$ cat src/rtl/dpll_sequencer_if.sv
// Bundle between the DPLL search controller and its environment: the host start/result pins, the propagation and decide handshakes, and the assignment-store commands.
// The timeout pin exists only when DPLL_SEQ_WATCHDOG_EN is defined.
interface dpll_sequencer_if #(
    parameter int VAR_W = 5,
    parameter int LVL_W = 5
);
    logic             start;
    logic             busy;
    logic             done;
    logic             sat;
    logic             unsat;
    logic             overflow;
`ifdef DPLL_SEQ_WATCHDOG_EN
    logic             timeout;
`endif
    logic             prop_start;
    logic             prop_done;
    logic             prop_conflict;
    logic             prop_all_sat;
    logic             dec_find;
    logic             dec_ended;
    logic [VAR_W:0]   dec_lit;
    logic             asg_valid;
    logic [VAR_W:0]   asg_lit;
    logic [LVL_W-1:0] asg_level;
    logic             undo_valid;
    logic [LVL_W-1:0] undo_level;
    logic [LVL_W-1:0] level;

    modport master (
`ifdef DPLL_SEQ_WATCHDOG_EN
        output timeout,
`endif
        input  start, prop_done, prop_conflict, prop_all_sat, dec_ended, dec_lit,
        output busy, done, sat, unsat, overflow, prop_start, dec_find,
               asg_valid, asg_lit, asg_level, undo_valid, undo_level, level
    );

    modport slave (
`ifdef DPLL_SEQ_WATCHDOG_EN
        input  timeout,
`endif
        output start, prop_done, prop_conflict, prop_all_sat, dec_ended, dec_lit,
        input  busy, done, sat, unsat, overflow, prop_start, dec_find,
               asg_valid, asg_lit, asg_level, undo_valid, undo_level, level
    );
endinterface

$ cat src/rtl/dpll_sequencer.sv
// DPLL search controller: propagate, decide, chronological backtrack over an internal decision trail.
// Optional watchdog under DPLL_SEQ_WATCHDOG_EN (adds WD_CYCLES and the timeout pin).
module dpll_sequencer #(
    parameter int VAR_W = 5,
    parameter int DEPTH = 16,
    parameter int LVL_W = $clog2(DEPTH) + 1
`ifdef DPLL_SEQ_WATCHDOG_EN
    ,
    parameter int WD_CYCLES = 1024
`endif
) (
    input  logic              clock,
    input  logic              reset,
    dpll_sequencer_if.master  bus
);
    localparam int LIT_W = VAR_W + 1;
    localparam int IDX_W = $clog2(DEPTH);

    typedef enum logic [2:0] {
        S_IDLE      = 3'd0,
        S_PROP      = 3'd1,
        S_DECIDE    = 3'd2,
        S_WAIT_DEC  = 3'd3,
        S_LAUNCH    = 3'd4,
        S_BACKTRACK = 3'd5,
        S_FLIP_ASG  = 3'd6,
        S_DONE      = 3'd7
    } state_t;

    state_t           state_q, state_d;
    logic [LVL_W-1:0] level_q, level_d;
    logic [LIT_W-1:0] stk_lit_q  [DEPTH];
    logic             stk_flip_q [DEPTH];
    logic             busy_q, busy_d, done_q, done_d;
    logic             sat_q, sat_d, unsat_q, unsat_d, ovf_q, ovf_d;
    logic             prop_start_q, prop_start_d, dec_find_q, dec_find_d;
    logic             asg_valid_q, asg_valid_d, undo_valid_q, undo_valid_d;
    logic [LIT_W-1:0] asg_lit_q, asg_lit_d;
    logic [LVL_W-1:0] asg_level_q, asg_level_d, undo_level_q, undo_level_d;
    logic             push_s, flip_s;
    logic [LVL_W-1:0] top_lvl_s;
    logic [IDX_W-1:0] top_idx_s, push_idx_s;

    // Entry i holds decision level i+1, so the top lives at level-1.
    assign top_lvl_s  = level_q - LVL_W'(1);
    assign top_idx_s  = top_lvl_s[IDX_W-1:0];
    assign push_idx_s = level_q[IDX_W-1:0];

`ifdef DPLL_SEQ_WATCHDOG_EN
    localparam int WD_W = $clog2(WD_CYCLES + 1);
    logic [WD_W-1:0] wd_q;
    logic            timeout_q, timeout_d;
    logic            wd_arm_s;

    assign wd_arm_s = (state_q == S_PROP) || (state_q == S_WAIT_DEC);

    // Dwell counter for the two states that wait on external units.
    always_ff @(posedge clock or negedge reset) begin
        if (!reset) begin
            wd_q <= WD_W'(0);
        end else if (wd_arm_s && (state_d == state_q)) begin
            wd_q <= wd_q + WD_W'(1);
        end else begin
            wd_q <= WD_W'(0);
        end
    end
    assign bus.timeout = timeout_q;
`endif

    // Next-state and registered-output decode.
    always_comb begin
        state_d      = state_q;
        level_d      = level_q;
        busy_d       = busy_q;
        done_d       = 1'b0;
        sat_d        = sat_q;
        unsat_d      = unsat_q;
        ovf_d        = ovf_q;
        prop_start_d = 1'b0;
        dec_find_d   = dec_find_q;
        asg_valid_d  = 1'b0;
        asg_lit_d    = asg_lit_q;
        asg_level_d  = asg_level_q;
        undo_valid_d = 1'b0;
        undo_level_d = undo_level_q;
        push_s       = 1'b0;
        flip_s       = 1'b0;
`ifdef DPLL_SEQ_WATCHDOG_EN
        timeout_d    = timeout_q;
`endif
        case (state_q)
            S_IDLE: begin
                if (bus.start) begin
                    state_d      = S_PROP;
                    prop_start_d = 1'b1;
                    busy_d       = 1'b1;
                    level_d      = LVL_W'(0);
                    sat_d        = 1'b0;
                    unsat_d      = 1'b0;
                    ovf_d        = 1'b0;
`ifdef DPLL_SEQ_WATCHDOG_EN
                    timeout_d    = 1'b0;
`endif
                end else begin
                    state_d = S_IDLE;
                end
            end
            S_PROP: begin
                if (!bus.prop_done) begin
                    state_d = S_PROP;
                end else if (bus.prop_conflict) begin
                    state_d = S_BACKTRACK;
                end else if (bus.prop_all_sat) begin
                    state_d = S_DONE;
                    sat_d   = 1'b1;
                end else begin
                    state_d = S_DECIDE;
                end
            end
            S_DECIDE: begin
                if (level_q == LVL_W'(DEPTH)) begin
                    state_d = S_DONE;
                    ovf_d   = 1'b1;
                end else begin
                    state_d    = S_WAIT_DEC;
                    dec_find_d = 1'b1;
                end
            end
            S_WAIT_DEC: begin
                if (bus.dec_ended) begin
                    state_d     = S_LAUNCH;
                    dec_find_d  = 1'b0;
                    push_s      = 1'b1;
                    level_d     = level_q + LVL_W'(1);
                    asg_valid_d = 1'b1;
                    asg_lit_d   = bus.dec_lit;
                    asg_level_d = level_q + LVL_W'(1);
                end else begin
                    state_d = S_WAIT_DEC;
                end
            end
            S_LAUNCH: begin
                state_d      = S_PROP;
                prop_start_d = 1'b1;
            end
            S_BACKTRACK: begin
                if (level_q == LVL_W'(0)) begin
                    state_d = S_DONE;
                    unsat_d = 1'b1;
                end else if (stk_flip_q[top_idx_s]) begin
                    level_d = level_q - LVL_W'(1);
                end else begin
                    state_d      = S_FLIP_ASG;
                    undo_valid_d = 1'b1;
                    undo_level_d = level_q;
                    flip_s       = 1'b1;
                end
            end
            S_FLIP_ASG: begin
                state_d     = S_LAUNCH;
                asg_valid_d = 1'b1;
                asg_lit_d   = stk_lit_q[top_idx_s];
                asg_level_d = level_q;
            end
            S_DONE: begin
                state_d = S_IDLE;
                done_d  = 1'b1;
                busy_d  = 1'b0;
            end
            default: begin
                state_d = S_IDLE;
            end
        endcase
`ifdef DPLL_SEQ_WATCHDOG_EN
        // Expiry overrides whatever the waiting state decided this cycle.
        if (wd_arm_s && (wd_q == WD_W'(WD_CYCLES - 1))) begin
            state_d     = S_DONE;
            timeout_d   = 1'b1;
            dec_find_d  = 1'b0;
            push_s      = 1'b0;
            level_d     = level_q;
            asg_valid_d = 1'b0;
            asg_lit_d   = asg_lit_q;
            asg_level_d = asg_level_q;
        end else begin
            timeout_d = timeout_d;
        end
`endif
    end

    // Control and output registers.
    always_ff @(posedge clock or negedge reset) begin
        if (!reset) begin
            state_q      <= S_IDLE;
            level_q      <= LVL_W'(0);
            busy_q       <= 1'b0;
            done_q       <= 1'b0;
            sat_q        <= 1'b0;
            unsat_q      <= 1'b0;
            ovf_q        <= 1'b0;
            prop_start_q <= 1'b0;
            dec_find_q   <= 1'b0;
            asg_valid_q  <= 1'b0;
            asg_lit_q    <= LIT_W'(0);
            asg_level_q  <= LVL_W'(0);
            undo_valid_q <= 1'b0;
            undo_level_q <= LVL_W'(0);
`ifdef DPLL_SEQ_WATCHDOG_EN
            timeout_q    <= 1'b0;
`endif
        end else begin
            state_q      <= state_d;
            level_q      <= level_d;
            busy_q       <= busy_d;
            done_q       <= done_d;
            sat_q        <= sat_d;
            unsat_q      <= unsat_d;
            ovf_q        <= ovf_d;
            prop_start_q <= prop_start_d;
            dec_find_q   <= dec_find_d;
            asg_valid_q  <= asg_valid_d;
            asg_lit_q    <= asg_lit_d;
            asg_level_q  <= asg_level_d;
            undo_valid_q <= undo_valid_d;
            undo_level_q <= undo_level_d;
`ifdef DPLL_SEQ_WATCHDOG_EN
            timeout_q    <= timeout_d;
`endif
        end
    end

    // Decision trail: push a fresh decision or flip the top one in place.
    always_ff @(posedge clock or negedge reset) begin
        if (!reset) begin
            for (int i = 0; i < DEPTH; i++) begin
                stk_lit_q[i]  <= LIT_W'(0);
                stk_flip_q[i] <= 1'b0;
            end
        end else if (push_s) begin
            stk_lit_q[push_idx_s]  <= bus.dec_lit;
            stk_flip_q[push_idx_s] <= 1'b0;
        end else if (flip_s) begin
            stk_lit_q[top_idx_s]  <= {stk_lit_q[top_idx_s][LIT_W-1:1], ~stk_lit_q[top_idx_s][0]};
            stk_flip_q[top_idx_s] <= 1'b1;
        end else begin
            stk_flip_q[top_idx_s] <= stk_flip_q[top_idx_s];
        end
    end

    assign bus.busy       = busy_q;
    assign bus.done       = done_q;
    assign bus.sat        = sat_q;
    assign bus.unsat      = unsat_q;
    assign bus.overflow   = ovf_q;
    assign bus.prop_start = prop_start_q;
    assign bus.dec_find   = dec_find_q;
    assign bus.asg_valid  = asg_valid_q;
    assign bus.asg_lit    = asg_lit_q;
    assign bus.asg_level  = asg_level_q;
    assign bus.undo_valid = undo_valid_q;
    assign bus.undo_level = undo_level_q;
    assign bus.level      = level_q;
endmodule

$ cat src/flat_wrapper.sv
// flat-port wrapper written by rule: the top's interface ports become plain ports
module dpll_sequencer_flat 
#(
    parameter int VAR_W = 5,
    parameter int DEPTH = 16,
    parameter int LVL_W = $clog2(DEPTH) + 1

)
  (clock, reset, bus_start, bus_prop_done, bus_prop_conflict, bus_prop_all_sat, bus_dec_ended, bus_dec_lit, bus_busy, bus_done, bus_sat, bus_unsat, bus_overflow, bus_prop_start, bus_dec_find, bus_asg_valid, bus_asg_lit, bus_asg_level, bus_undo_valid, bus_undo_level, bus_level);
  dpll_sequencer_if #(.VAR_W(VAR_W), .LVL_W(LVL_W)) bus_i ();
  input  logic clock;
  input  logic reset;
  input wire logic [$bits(bus_i.start)-1:0] bus_start;
  input wire logic [$bits(bus_i.prop_done)-1:0] bus_prop_done;
  input wire logic [$bits(bus_i.prop_conflict)-1:0] bus_prop_conflict;
  input wire logic [$bits(bus_i.prop_all_sat)-1:0] bus_prop_all_sat;
  input wire logic [$bits(bus_i.dec_ended)-1:0] bus_dec_ended;
  input wire logic [$bits(bus_i.dec_lit)-1:0] bus_dec_lit;
  output wire logic [$bits(bus_i.busy)-1:0] bus_busy;
  output wire logic [$bits(bus_i.done)-1:0] bus_done;
  output wire logic [$bits(bus_i.sat)-1:0] bus_sat;
  output wire logic [$bits(bus_i.unsat)-1:0] bus_unsat;
  output wire logic [$bits(bus_i.overflow)-1:0] bus_overflow;
  output wire logic [$bits(bus_i.prop_start)-1:0] bus_prop_start;
  output wire logic [$bits(bus_i.dec_find)-1:0] bus_dec_find;
  output wire logic [$bits(bus_i.asg_valid)-1:0] bus_asg_valid;
  output wire logic [$bits(bus_i.asg_lit)-1:0] bus_asg_lit;
  output wire logic [$bits(bus_i.asg_level)-1:0] bus_asg_level;
  output wire logic [$bits(bus_i.undo_valid)-1:0] bus_undo_valid;
  output wire logic [$bits(bus_i.undo_level)-1:0] bus_undo_level;
  output wire logic [$bits(bus_i.level)-1:0] bus_level;
  assign bus_i.start = bus_start;
  assign bus_i.prop_done = bus_prop_done;
  assign bus_i.prop_conflict = bus_prop_conflict;
  assign bus_i.prop_all_sat = bus_prop_all_sat;
  assign bus_i.dec_ended = bus_dec_ended;
  assign bus_i.dec_lit = bus_dec_lit;
  assign bus_busy = bus_i.busy;
  assign bus_done = bus_i.done;
  assign bus_sat = bus_i.sat;
  assign bus_unsat = bus_i.unsat;
  assign bus_overflow = bus_i.overflow;
  assign bus_prop_start = bus_i.prop_start;
  assign bus_dec_find = bus_i.dec_find;
  assign bus_asg_valid = bus_i.asg_valid;
  assign bus_asg_lit = bus_i.asg_lit;
  assign bus_asg_level = bus_i.asg_level;
  assign bus_undo_valid = bus_i.undo_valid;
  assign bus_undo_level = bus_i.undo_level;
  assign bus_level = bus_i.level;
  dpll_sequencer #(.VAR_W(VAR_W), .DEPTH(DEPTH), .LVL_W(LVL_W)) u_core (.clock(clock), .reset(reset), .bus(bus_i));
endmodule
$ cat config.mk
export PLATFORM = sky130hd
export DESIGN_NAME = dpll_sequencer_flat
export DESIGN_NICKNAME = d
export VERILOG_FILES = /design/src/rtl/dpll_sequencer_if.sv /design/src/rtl/dpll_sequencer.sv /design/src/flat_wrapper.sv
export SDC_FILE = /design/constraint.sdc
export NUM_CORES = 1
export LEC_CHECK = 0
export ABC_AREA = 1
export CORE_MARGIN = 2
export CORE_UTILIZATION = 45
export CTS_CLUSTER_DIAMETER = 40
export DETAILED_ROUTE_END_ITERATION = 7
export PLACE_DENSITY_LB_ADDON = 0.05
export SETUP_SLACK_MARGIN = 0.02
export SLEW_MARGIN = 20
export SYNTH_ARGS = -nofsm -noshare
export SYNTH_HDL_FRONTEND = slang
export SYNTH_SLANG_ARGS = --single-unit
$ cat constraint.sdc
create_clock -name clock -period 2.8 [get_ports clock]
set_input_delay 0.56 -clock clock [delete_from_list [all_inputs] [get_ports clock]]
set_output_delay 0.56 -clock clock [all_outputs]
set_load 0.01 [all_outputs]
# [Word-level counts from Yosys, hierarchy flattened]
# Index checks and enable logic that the tools add are counted.
# W data, S select, Z words.
[op_classes] n_eq_ne=19 mux=61 bitwise=8 n_reduce_logical=20 add_sub_neg=2 order_cmp=4
[ops] operator="$bwmux W96" n=2
[ops] operator="$mux W96" n=2
[ops] operator="$demux W6 S4" n=2
[ops] operator="$mux W16" n=2
[ops] operator="$mux W6" n=5
[ops] operator="$bmux W6 S4" n=1
[ops] operator="$pmux W3 S8" n=1
[ops] operator="$mux W1" n=21
[ops] operator="$mux W3" n=7
[ops] operator="$mux W5" n=4
[ops] operator="$and A16 B16 Y16" n=1
[ops] operator="$bwmux W16" n=1
[ops] operator="$not A16 Y16" n=1
[ops] operator="$or A16 B16 Y16" n=1
[ops] operator="$pmux W5 S3" n=1
[ops] operator="$ne A2 B2 Y1 const B" n=7
[ops] operator="$pmux W1 S2" n=7
[ops] operator="$reduce_bool A2 Y1" n=7
[ops] operator="$eq A3 B3 Y1 const B" n=4
[ops] operator="$pmux W6 S2" n=1
[ops] operator="$reduce_and A3 Y1" n=4
[ops] operator="$ge A5 B5 Y1 const B" n=2
[ops] operator="$lt A5 B1 Y1 const B" n=2
[ops] operator="$not A4 Y5" n=2
[ops] operator="other kinds (17)" n=26
[totals] elab_cells=160 reg_bits=145 out_inout_bits=30

# [Longest topological paths before layout]
[depth] ltp_word=10 depth_mapped=20 depth_no_buf=14

# [Worst setup path before layout]
# OpenSTA, ideal clock, no wires.
[synth_path] kind="register to register" startpoint="register u_core.level_q[0], in the netlist u_core.bus.level[0]" endpoint="register u_core.stk_lit_q[58] in the netlist's numbering" path_buffers=6 required_time_ns=2.735 setup_slack_ns=0.058 arrival_time_ns=2.677 setup_time_ns=0.065 path_stages_with_launch=19 path_cell_list="dfrtp_1 -> buf_2 -> inv_2 -> buf_4 -> buf_2 -> ha_1 -> buf_2 -> clkbuf_1 -> o21ai_0 -> o21ai_0 -> nand2_1 -> nand2_1 -> nand2_1 -> nand2_1 -> buf_4 -> nand2_1 -> nand2_1 -> nand3_1 -> nand2_1"
[synth_between] elab_chain_len=9 word_cells_on_any_way=28 cone_classes="add/sub: 1; order compare: 4; mux: 17; bitwise: 2; reduce/logical: 4"
[synth_rtl] item="from (decl)" line="dpll_sequencer.sv:31" rtl="logic [LVL_W-1:0] level_q, level_d;"
[synth_rtl] item="from (signal assigned)" line="dpll_sequencer.sv:213" rtl="level_q <= level_d;"
[synth_rtl] item="$sub A5 B1 Y5"
[synth_rtl] item="$not A4 Y5" line="dpll_sequencer.sv:150, dpll_sequencer.sv:243"
[synth_rtl] item="$ge A5 B5 Y1 (not written as such), or another cell as far along" line="dpll_sequencer.sv:243" rtl="stk_lit_q[top_idx_s] <= {stk_lit_q[top_idx_s][LIT_W-1:1], ~stk_lit_q[top_idx_s][0]};"
[synth_rtl] item="$logic_and A1 B1 Y1 (not written as such) or $mux W1 (tied branches)" line="dpll_sequencer.sv:243, dpll_sequencer.sv:150"
[synth_rtl] item="$mux W6 (not written as such) or $mux W1 (tied branches)" line="dpll_sequencer.sv:243, dpll_sequencer.sv:150"
[synth_rtl] item="$demux W6 S4 or $mux W1 (tied branches)" line="dpll_sequencer.sv:243, dpll_sequencer.sv:150"
[synth_rtl] item="$bwmux W96 or $mux W1 (tied branches)" line="dpll_sequencer.sv:243, dpll_sequencer.sv:147"
[synth_rtl] item="$mux W96 or $mux W1 (tied branches)" line="dpll_sequencer.sv:242, dpll_sequencer.sv:91"
[synth_rtl] item="$mux W96 or $reduce_bool A2 Y1 (tied branches)"
[synth_rtl] item="to (signal, indexed assignment)" line="dpll_sequencer.sv:240" rtl="stk_lit_q[push_idx_s] <= bus.dec_lit;"
[synth_rtl] item="to (signal, indexed assignment)" line="dpll_sequencer.sv:243"
[synth_rtl] item="to (decl)" line="dpll_sequencer.sv:32" rtl="logic [LIT_W-1:0] stk_lit_q [DEPTH];"
# Several ways; a longest one is shown, not always the timed one. The select of a mux whose other input is x is not followed.
# A chain may end at the register's enable or synchronous reset.

# [Worst setup path after layout]
[layout_path] startpoint="register u_core.level_q[2], in the netlist u_core.bus.level[2]" endpoint="register u_core.stk_lit_q[7] in the netlist's numbering"
# The elaborated chain is that of the path after synthesis.

==> flow_results.org <==
** Outcome
- The flow ran to the end, and the final reports show no timing, DRC or antenna violations.

** Die
- Row cnt :: 52
- Die Y :: approximately 150 um
- Full die area :: between 0.02 and 0.025 mm^2
- Ports placed on the boundary :: between 40 and 50
- Once the floorplan was initialized, standard cells occupied around 46% of the core.
- The total area inside the core boundary comes to 0.02043 mm^2.
- Width of the die :: approximately 150 um

** CTS
- CTS built an H-tree with a depth of 4.
- Hold repair after CTS inserted 0 buffers.
- No sink is reached through more buffers than the 2 on the longest clock path.
- Number of buffers added for setup after CTS :: 0
- For this design, the sink count on the clock tree is around 150.
- Root buffer cell :: clkbuf_16
- TritonCTS built the clock tree.
- Clock-pin slew was measured on the worst setup and hold paths at about 0.07 ns.
- Counting the buffers created by CTS gives 17.
- Clock latency reported for the late side of the worst-skew pair :: roughly 0.44 ns

** Global routing
- Total gr overflow :: 0
- Global-route wire length before repair :: approximately 50000 um
- Met1 track demand over resource in global routing :: roughly two fifths
- Vias in the first global route :: 8917
- Entering global routing, the biggest net connects 66 pins.
- Global-route met3 utilization :: a little under 4%
- Antenna violations before repair :: 0
- Aggregate global-route resource usage :: between 20 and 30%
- Global routing consumed, on the met2 layer, ~45% of the routing resources.
- After global routing, the most crowded layer is met2.

** Drt
- After detailed routing, the number of remaining DRC violations is 0.
- Dividing the detail-routed wire length by the instance count gives around 17 um.
- The first detailed-routing pass ran for 5 iterations.
- The detail route stage leaves a number of antenna-violating nets equal to 0.
- The routed layout has roughly 9400 vias.
- Total wire length :: 30830 um
- Dividing the detail-routed via count by the number of cells gives between 5 and 6.
- For this block, the initial DRC count from the detailed router was 779.

** Timing
- Final critical-path share of the clock period :: 90.66%
- Relative slew slack :: between 60% and 70%
- The smallest clock period supported by the final layout is computed as approximately 2.5 ns.
- Summed over all failing endpoints, the final setup total negative slack is 0 ns.
- For the final database, setup skew stands at 0.01063 ns.
- Endpoints failing setup :: 0
- The final count of pins violating max slew is 0.
- RSZ-0062 raised after global routing :: false
- The hold violation total from the final report was 0.
- Derived from the worst setup path, the maximum achievable clock frequency is 393.9 MHz.
- For the pin with the worst max-slew slack, the measured transition is ~0.57 ns.

** Worst setup path
- Most used cell, CP :: nand2_1
- Cell count along the critical path :: 12
- The setup path with the least slack is of type register to register.
- Start point of the critical path :: u_core.bus.level[2]$_DFFE_PN0P_
- For the worst setup path, the data arrival time is 2.86 ns.
- Cell type group with the largest total delay on the critical path :: simple AND/OR/NAND/NOR gates
- Cell depth of the worst flop-to-flop path :: 12
- The worst setup path is captured at a register.
- At the worst endpoint, the required time is 3.12 ns.
- Slack of the worst reg-to-reg path :: 0.26 ns
- The number of buffers and inverters on the critical path is 3.
- STA classifies the critical path startpoint as a register.
- The critical path ends at u_core.stk_lit_q[7]$_DFFE_PN0P_.
- Traced cell by cell, the critical path runs through inv_1 -> nand2_1 -> nor2_2 -> nand2_1 -> nand2_2 -> inv_2 -> nand3_2 -> nand2_4 -> buf_12 -> nand2_2 -> nand2_1 -> nand2_1.
- Crit-path max FO :: 42
- Start of the worst register-to-register path :: u_core.bus.level[2]$_DFFE_PN0P_
- Critical R2R Capture :: u_core.stk_lit_q[7]$_DFFE_PN0P_
- Cell with the largest stage delay on the worst path :: dfrtp_1
- Longest individual stage delay on the worst path :: ~0.70 ns

** Logic synthesis
- Netlist area before placement :: between 0.009 and 0.01 mm^2
- Synth Register Bits :: between 100 and 150
- Net count of the mapped netlist :: 1472
- Dividing the synthesized area by the synthesized cell count gives between 6 and 7 um^2.
- Register area share after synthesis :: about two fifths
- Number of library cell types mapped by synthesis :: 38
- Yosys warning count :: 0
- Synthesized instance count :: 1451

** Finish
- Summing all non-filler instances in the final layout gives an area of between 0.01 and 0.015 mm^2.
- Non-filler instance count after layout :: roughly 1800
- In the final layout, the share of cells above drive strength 1 is about a tenth.
- Ant. Diodes :: 0
- Number of fillers in the final layout :: about 2100
- After the last flow step, the layout net total stands at 1517.
- Signed area change from the synthesized netlist to the final layout :: 15.50%

** Placement
- Post-detailed-placement cell area :: between 0.01 and 0.015 mm^2
- Post-detail-place hpwl :: 21860 um
- IO Port Bufs :: 42
- Routability Congestion :: between 0.8 and 0.9
- After detailed placement, the design holds a cell count of around 1700.

** Power and ir drop
- Leak :: roughly 6.0 nW
- Power Dens Cells :: approximately 1100 mW/mm^2
- The worst-case IR drop observed on VDD is about 0.7 mV.

** Min path
- The worst hold path belongs to the class primary input to async pin.

** Job
- Max cap viols :: 0
[cell usage after synthesis (all sizes together)]
master   instances  share of area (%)
a21boi           1              0.080
a21oi            8               0.46
a22oi            3               0.24
a31oi            2               0.13
buf             53                3.6
clkbuf          15               0.60
clkinv           1              0.040
dfrtp          145                 38
ha               8                1.1
inv            102                4.1
nand2          716                 29
nand3          171                9.3
nand4           12               0.79
nor2           116                5.8
nor3             3               0.16
nor4             1              0.066
o2111ai          2               0.19
o211ai           5               0.45
o21ai           70                3.7
o221ai           2               0.19
o22ai            7               0.46
or2              4               0.27
xnor2            1               0.29
xor2             3               0.28
[where the power goes]
part	internal, mW	leakage, nW	switching [mW]
Clock	1.25	0.271	1.05
Combinational	2.23	3.81	4.64
Sequential	2.61	1.93	0.329
[cell families (layout without fill, tap and decap cells)]
| logic type | Yosys count | in the layout | synth area share (%) |
|---|---|---|---|
| compound gates | 100 | 100 | 5.949 |
| buf+inv | 171 | 229 | 8.308 |
| flops | 145 | 145 | 38.43 |
| xor+xnor | 4 | 4 | 0.5699 |
| fa+ha+maj | 8 | 8 | 1.060 |
| simple gates | 1023 | 1023 | 45.69 |
[worst reg2reg max path, delay by kind of cell (launching register included)]
family	cells	cell delay (ns)
flops	1	0.70
simple gates	9	1.14
buf+inv	3	0.60
[sequential cells by signal (all words and copies together), names as in the netlist]
register,flops
u_core.bus.asg_valid,1
u_core.bus.asg_level,5
u_core.state_q,3
u_core.bus.level,5
u_core.bus.sat,1
u_core.bus.overflow,1
u_core.bus.busy,1
u_core.bus.asg_lit,6
u_core.bus.unsat,1
u_core.bus.prop_start,1
u_core.stk_flip_q,16
u_core.bus.dec_find,1
u_core.bus.undo_level,5
u_core.bus.done,1
u_core.bus.undo_valid,1
u_core.stk_lit_q,96
[worst min-delay path by stage]
stage / start / endpoint / slack [ns] / depth (start not counted)
finish: reset / u_core.bus.sat$_DFFE_PN0P_ / 0.07 / 1
global route: reset / u_core.bus.sat$_DFFE_PN0P_ / 0.11 / 1
floorplan: reset / u_core.bus.asg_level[0]$_DFFE_PN0P_ / 0.26 / 0
CTS: reset / u_core.bus.dec_find$_DFFE_PN0P_ / 0.09 / 1
global placement: u_core.stk_lit_q[78]$_DFFE_PN0P_ / u_core.stk_lit_q[78]$_DFFE_PN0P_ / 0.46 / 2
detailed placement: u_core.stk_lit_q[67]$_DFFE_PN0P_ / u_core.stk_lit_q[67]$_DFFE_PN0P_ / 0.46 / 2
[layout make-up]
| type | count | area [um^2] | share of cell area [%] |
|---|---|---|---|
| Multi-Input combinational cell | 1135 | 5035 | 46.16 |
| Sequential cell | 145 | 3630 | 33.28 |
| Timing Repair Buffer | 94 | 940.9 | 8.627 |
| Clock buffer | 17 | 425.4 | 3.900 |
| Inverter | 103 | 389.1 | 3.568 |
| Tap cell | 270 | 337.8 | 3.097 |
| Clock inverter | 15 | 148.9 | 1.365 |
[per-layer routing]
layer	vias to the layer above	routed length [um]
li1	4641	-
met1	4327	14150
met2	355	13990
met3	71	1778
met4	0	920
met5	-	0
[metrics by stage]
stage                     hold slack, ns  power, mW  setup slack (ns)  util [%]
after floorplan                   0.2644      7.166           0.05835         -
final                            0.06867      12.11            0.2614     53.39
after global placement            0.4573      9.722            0.3044     50.56
after CTS                        0.09445      12.05            0.2529     53.37
after global routing              0.1080      12.92           0.08114     53.39
after detailed placement          0.4599      9.720            0.2924     50.56
[what timing repair did]
item | 4_1_cts | 5_1_grt
gates resized for setup | 0 | 1
setup endpoints to repair | 0 | 9
hold endpoints to repair | 0 | 0
[layout by cell type, fill, tap and decap left out, drive strengths merged, types with 2 or more instances in the layout]
master	instances
nand4	12
or2	4
clkbuf	17
a21oi	8
buf	53
a31oi	2
nand3	171
a22oi	3
clkdlybuf4s50	41
dfrtp	145
xor2	3
clkinvlp	4
nand2	716
o22ai	7
o2111ai	2
o21ai	70
ha	8
clkinv	4
nor3	3
o221ai	2
o211ai	5
inv	109
nor2	116
(Power assumes the default switching activity.)
